File: src/rtl/fetch_stack_core.sv
// -----------------------------------------------------------------------------
// fetch_stack_core
//
// Sequencing datapath of the control unit. It holds the 16-bit instruction
// register (IR), the 9-bit program counter (PC) and a hardware call stack.
// Each stack entry is a return address plus the ALU flags saved with it. The
// micro-sequencer drives the one-hot control strobes every cycle.
//
// Optional feature: when the macro STACK_STATUS_EN is defined, the status
// ports stack_full, stack_empty and stack_err are present. stack_err is a
// sticky error flag.
//
// Strobe semantics: a strobe is sampled on the rising edge of clk. Its effect
// is visible one cycle later. No strobe needs a handshake.
//
// Ports:
//   clk          system clock; all state updates on the rising edge
//   rst          synchronous, active-high reset
//   ir_load      capture ir_in into IR
//   ir_in[15:0]  instruction word from program memory
//   ir_out[15:0] current IR contents
//   pc_load      load PC from the selected source
//                (the stack top for a return instruction, else IR[10:2])
//   pc_inc       increment PC; pc_load wins when both are high
//   pc_en_out    gates the pc_out port only
//   pc_out[8:0]  PC when pc_en_out=1, else 0
//   push_en      push {PC, flags_in}
//   pop_en       pop the top entry
//   flags_in[3:0] flags to save on push
//   stk_pc[8:0]  top-of-stack return address (0 when empty)
//   stk_flags[3:0] top-of-stack saved flags (0 when empty)
//   stack_full / stack_empty / stack_err   (STACK_STATUS_EN only)
// -----------------------------------------------------------------------------
module fetch_stack_core #(
    parameter int STACK_DEPTH = 8
) (
    input  logic        clk,
    input  logic        rst,
    input  logic        ir_load,
    input  logic [15:0] ir_in,
    output logic [15:0] ir_out,
    input  logic        pc_load,
    input  logic        pc_inc,
    input  logic        pc_en_out,
    output logic [8:0]  pc_out,
    input  logic        push_en,
    input  logic        pop_en,
    input  logic [3:0]  flags_in,
    output logic [8:0]  stk_pc,
    output logic [3:0]  stk_flags
`ifdef STACK_STATUS_EN
    ,
    output logic        stack_full,
    output logic        stack_empty,
    output logic        stack_err
`endif
);

    localparam int AW = $clog2(STACK_DEPTH);
    // sp counts entries, so it needs one more bit than the array index.
    localparam logic [AW:0] SP_FULL = (AW+1)'(STACK_DEPTH);
    localparam logic [AW:0] SP_ONE  = (AW+1)'(1);
    localparam logic [4:0]  OP_RET  = 5'b10101;

    logic [15:0]   ir_q;
    logic [8:0]    pc_q, pc_d;
    logic [AW:0]   sp_q, sp_d;
    logic [8:0]    mem_pc    [STACK_DEPTH];
    logic [3:0]    mem_flags [STACK_DEPTH];

    logic          empty_w, full_w;
    logic [AW:0]   sp_m1;
    logic [AW-1:0] top_idx;
    logic [AW-1:0] wr_idx;
    logic          do_push, do_repl, do_pop, wr_en;
    logic [8:0]    pc_src;

    assign empty_w = (sp_q == '0);
    assign full_w  = (sp_q == SP_FULL);
    assign sp_m1   = sp_q - SP_ONE;
    assign top_idx = sp_m1[AW-1:0];

    // Push and pop together replace the top entry in place. On an empty
    // stack there is nothing to replace, so this case becomes a plain push.
    assign do_repl = push_en & pop_en & ~empty_w;
    assign do_push = push_en & ((~pop_en & ~full_w) | (pop_en & empty_w));
    assign do_pop  = pop_en & ~push_en & ~empty_w;
    assign wr_en   = do_push | do_repl;
    assign wr_idx  = do_repl ? top_idx : sp_q[AW-1:0];

    // The top of stack is read combinationally. A pop and a PC load from the
    // stack in the same cycle therefore use the entry being popped.
    assign stk_pc    = empty_w ? 9'h000 : mem_pc[top_idx];
    assign stk_flags = empty_w ? 4'h0   : mem_flags[top_idx];

    // The source mux reads the current IR. An IR load in the same cycle as a
    // PC load does not affect the loaded value.
    assign pc_src = (ir_q[15:11] == OP_RET) ? stk_pc : ir_q[10:2];

    always_comb begin
        pc_d = pc_q;
        if (pc_load) begin
            pc_d = pc_src;
        end else if (pc_inc) begin
            pc_d = pc_q + 9'd1;
        end
    end

    always_comb begin
        sp_d = sp_q;
        if (do_push) begin
            sp_d = sp_q + SP_ONE;
        end else if (do_pop) begin
            sp_d = sp_m1;
        end
    end

    always_ff @(posedge clk) begin
        if (rst) begin
            ir_q <= 16'h0000;
            pc_q <= 9'h000;
            sp_q <= '0;
        end else begin
            if (ir_load) begin
                ir_q <= ir_in;
            end
            pc_q <= pc_d;
            sp_q <= sp_d;
        end
    end

    // Storage needs no reset: entries at or above sp are never observed.
    // A push stores the PC value from before this cycle's update.
    always_ff @(posedge clk) begin
        if (!rst && wr_en) begin
            mem_pc[wr_idx]    <= pc_q;
            mem_flags[wr_idx] <= flags_in;
        end
    end

    assign ir_out = ir_q;
    assign pc_out = pc_en_out ? pc_q : 9'h000;

`ifdef STACK_STATUS_EN
    logic stack_err_q;

    // Sticky error flag. It is set by a lone push while full or a lone pop
    // while empty. A push+pop pair is never an error. Only rst clears it.
    always_ff @(posedge clk) begin
        if (rst) begin
            stack_err_q <= 1'b0;
        end else if ((push_en & ~pop_en & full_w) | (pop_en & ~push_en & empty_w)) begin
            stack_err_q <= 1'b1;
        end
    end

    assign stack_full  = full_w;
    assign stack_empty = empty_w;
    assign stack_err   = stack_err_q;
`endif

endmodule

File: config.mk
export PLATFORM = sky130hd
export DESIGN_NAME = fetch_stack_core
export DESIGN_NICKNAME = d
export VERILOG_FILES = /design/src/rtl/fetch_stack_core.sv
export SDC_FILE = /design/constraint.sdc
export NUM_CORES = 1
export LEC_CHECK = 0
export BUFFER_PORTS_ARGS = -buffer_cell sky130_fd_sc_hd__buf_2
export CAP_MARGIN = 25
export CORE_MARGIN = 5
export CORE_UTILIZATION = 55
export CTS_CLUSTER_SIZE = 40
export DETAILED_ROUTE_END_ITERATION = 8
export GPL_TIMING_DRIVEN = 0
export HOLD_SLACK_MARGIN = 0.02
export PLACE_DENSITY = 0.87
export RECOVER_POWER = 100
export SLEW_MARGIN = 10
export SYNTH_ARGS = -nofsm -noshare
export SYNTH_HDL_FRONTEND = slang
export SYNTH_SLANG_ARGS = --single-unit
File: constraint.sdc
create_clock -name clk -period 8.41 [get_ports clk]
set_clock_uncertainty 0.2 [all_clocks]
set_input_delay 1.682 -clock clk [delete_from_list [all_inputs] [get_ports clk]]
set_output_delay 1.682 -clock clk [all_outputs]
set_load 0.05 [all_outputs]
==> impl_metrics.yaml <==
run_status:
  status: "complete, no violations"
power_and_ir_drop:
  internal_power_uw: 1400
  comb_power_share_pct: 23.9
  power.share.sequential_pct: 37.7
  switching_power_uw: 624
  powerDensity_nw_per_um2: 298
  power_frac_clock_pct: 38.4
  ir_worst_vdd_mv: 0.208
  switching_share_pct: 30.8
  p_leak_uw: 0.00243
route:
  drt_iter0_markers: 393
  drtPass1Iterations: 5
  highest_layer: "met4"
  routed_via_density: 6.15
  met1_length_mm: 5.57
  post_drt_wl_per_cell_um: 22.6
  drtAntennaViolNets: 0
  drt_wl_total_mm: 14.1
  routed-wl-met3_um: 903
  drc: 0
  routed-via-count: 3832
  wl_met2_mm: 7.16
clock_tree:
  worstSkewPairLatency_ns: 0.52
  cts_setup_buffers: 0
  cts_sinks: 133
  ctsResizeCount: 0
  cts_tree: "done"
  numCtsBuffers: 17
  cts_hold_buf: 0
  cts_buffer_depth: 2
  cts_root_buffer: "clkbuf_8"
  htreeDepth: 4
  clkTransAtPathRegs_ns: 0.06
synthesis:
  async_reset_ff_share_pct: 0
  synth_common_cells: "edfxtp_1, dfxtp_1, nand2_1"
  ys_ff_latch: 133
  yosysMostFrequentCell: "edfxtp_1"
  synth.avg_cell_area_um2: 14.9
  synth_area_leaders: "edfxtp_1, dfxtp_1, mux4_2"
  synth_edf_count: 104
  synthCells: 384
  yosysWarnings: 0
  synth_top_area_share_pct: 54.6
  synth_top_area_cell: "edfxtp_1"
  syn_area_um2: 5720
  synth-seq-area-share_pct: 64.8
  synth_fp_nets: 415
  ys.flop_type: "edfxtp_1"
  synth_cell_types: 56
sta:
  rsz0062_at_grt: "no"
  timing.final.crit_share_pct: 73.4
  max_freq_mhz: 162
  relSlewSlack_pct: 24.2
  finalHoldViolCount: 0
  finalSetupViolations: 0
  post-route-min-period_ns: 6.17
  tightest_slew_ns: 1.13
  fin_setup_tns_ns: 0
  slew_viol_final: 0
floorplanning:
  die_area_um2: 12500
  core_um2: 10200
  io_pins: 66
  die-width_um: 112
  rows: 37
  start_util_pct: 55.9
  dieHeight_um: 112
final_layout:
  diodes: 0
  final_util_pct: 66.4
  areaGrowthSynthToFinish_pct: 18.7
  nFillCells: 697
  nets: 505
  drive_gt1_share_pct: 16.8
  regArea_um2: 3700
  multiInputGateArea_um2: 1850
worst_setup_path:
  crit_arrival_ns: 4.29
  r2r_slack_ns: 3.56
  critical_path_peak_fanout: 10
  end_kind: "output pin"
  crit_path_start_kind: "flop"
  cp.required_ns: 6.53
  critPathKind: "flop to output pin"
global_route:
  grt_usage_pct: 23.8
  grt_pass1_wl_mm: 22.5
  antenna_found_initial: 0
  grt_overflow: 0
  grt_max_degree: 17
  grt_pass1_vias: 4050
hold_path:
  min_path_type: "flop to flop"
flow_run:
  maxCapViolCount: 0
placed_design:
  portBuffers: 63
  post-dp-hpwl_mm: 9.51
  place.gp.congestion: 0.803
## power groups by stage
| stage | combinational [uW] | clock, uW | sequential (uW) |
|---|---|---|---|
| after floorplan | 352 | 0 | 784 |
| after CTS | 503 | 784 | 763 |
| after global routing | 515 | 814 | 766 |
| after global placement | 469 | 0 | 773 |
| after detailed placement | 496 | 0 | 776 |
| final | 483 | 778 | 764 |
## final cells by class
| cell class | instances | share of cell area [%] |
|---|---|---|
| Clock inverter | 15 | 3.10 |
| Sequential cell | 133 | 54.5 |
| Clock buffer | 17 | 6.10 |
| Tap cell | 136 | 2.51 |
| Timing Repair Buffer | 71 | 4.29 |
| Inverter | 7 | 0.387 |
| Buffer | 22 | 1.79 |
| Multi-Input combinational cell | 222 | 27.3 |
## metal layers
| metal | track usage [%] | up-vias |
|---|---|---|
| met3 | 5.22 | 38 |
| met4 | 11.9 | 0 |
| met2 | 39.1 | 193 |
| li1 | - | 1693 |
| met1 | 30.0 | 1908 |
| met5 | 0 | - |
## flip-flops by register name, summed over array words and instances, names as in the netlist
register	flops
ir_out	16
mem_flags	32
pc_q	9
sp_q	4
mem_pc	72
## logic make-up (layout without fill, tap and decap cells)
logic type / after synthesis / in the layout / share of synthesized area (%)
AO/OA/AOI/OAI: 58 / 58 / 7.04
XOR/XNOR: 4 / 4 / 0.613
adder cells (fa/ha/maj): 3 / 3 / 0.656
buffers and inverters: 29 / 132 / 2.73
flip-flops: 133 / 133 / 64.8
multiplexers: 47 / 47 / 14.1
AND/OR/NAND/NOR: 110 / 110 / 10.1
## per-stage QoR
step	area [um2]	cells	hold WS [ns]	total power, uW	setup WS, ns
final	6790	623	0.308	2020	2.24
after global routing	6790	623	0.349	2090	2.01
after CTS	6950	623	0.308	2050	3.05
after detailed placement	6320	591	0.293	1270	3.62
after global placement	6200	583	0.272	1240	3.56
after floorplan	5720	384	0.336	1140	3.96
## cells in the final DEF, fill, tap and decap left out, types with 3 or more instances in the layout
cell type	Yosys	routed
a211oi_1	3	3
o21ai_1	11	8
xor2_1	3	3
a31oi_1	4	4
buf_2	3	22
bufinv_16	0	5
clkinv_1	1	4
a221oi_1	4	4
nand4_1	5	5
inv_1	5	6
clkbuf_16	0	16
nor3_1	16	17
a21oi_1	3	3
edfxtp_1	104	104
ha_1	3	3
and3_1	6	6
a21o_1	6	6
clkinv_2	0	3
nand3_1	3	3
o21ai_0	9	12
nor2b_1	4	4
clkbuf_1	9	67
mux4_2	23	23
o32ai_1	6	6
dfxtp_1	29	29
nand2_1	27	27
nor2_1	19	19
mux2i_1	20	20
mux4_1	3	3
and2_1	15	15
## worst max-delay path, stage by stage, from the launching register on
cell,delay (ns)
dfxtp_1,0.34
clkbuf_1,0.43
clkbuf_1,0.59
inv_1,0.18
ha_1,0.38
clkbuf_1,0.60
mux4_2,0.45
a221oi_1,0.40
a31oi_1,0.07
clkbuf_1,0.32
## path summary, 6_finish.rpt
kind | startpoint | endpoint | cells past startpoint
worst min register to register | ir_out[0] | ir_out[0] | 2
worst max register to register | sp_q[0] | mem_pc[4][1] | 10
worst max-delay path | sp_q[0] | stk_flags[3] | 9
worst min-delay path | ir_out[0] | ir_out[0] | 2
No activity file was read; power rests on OpenSTA's default activity.
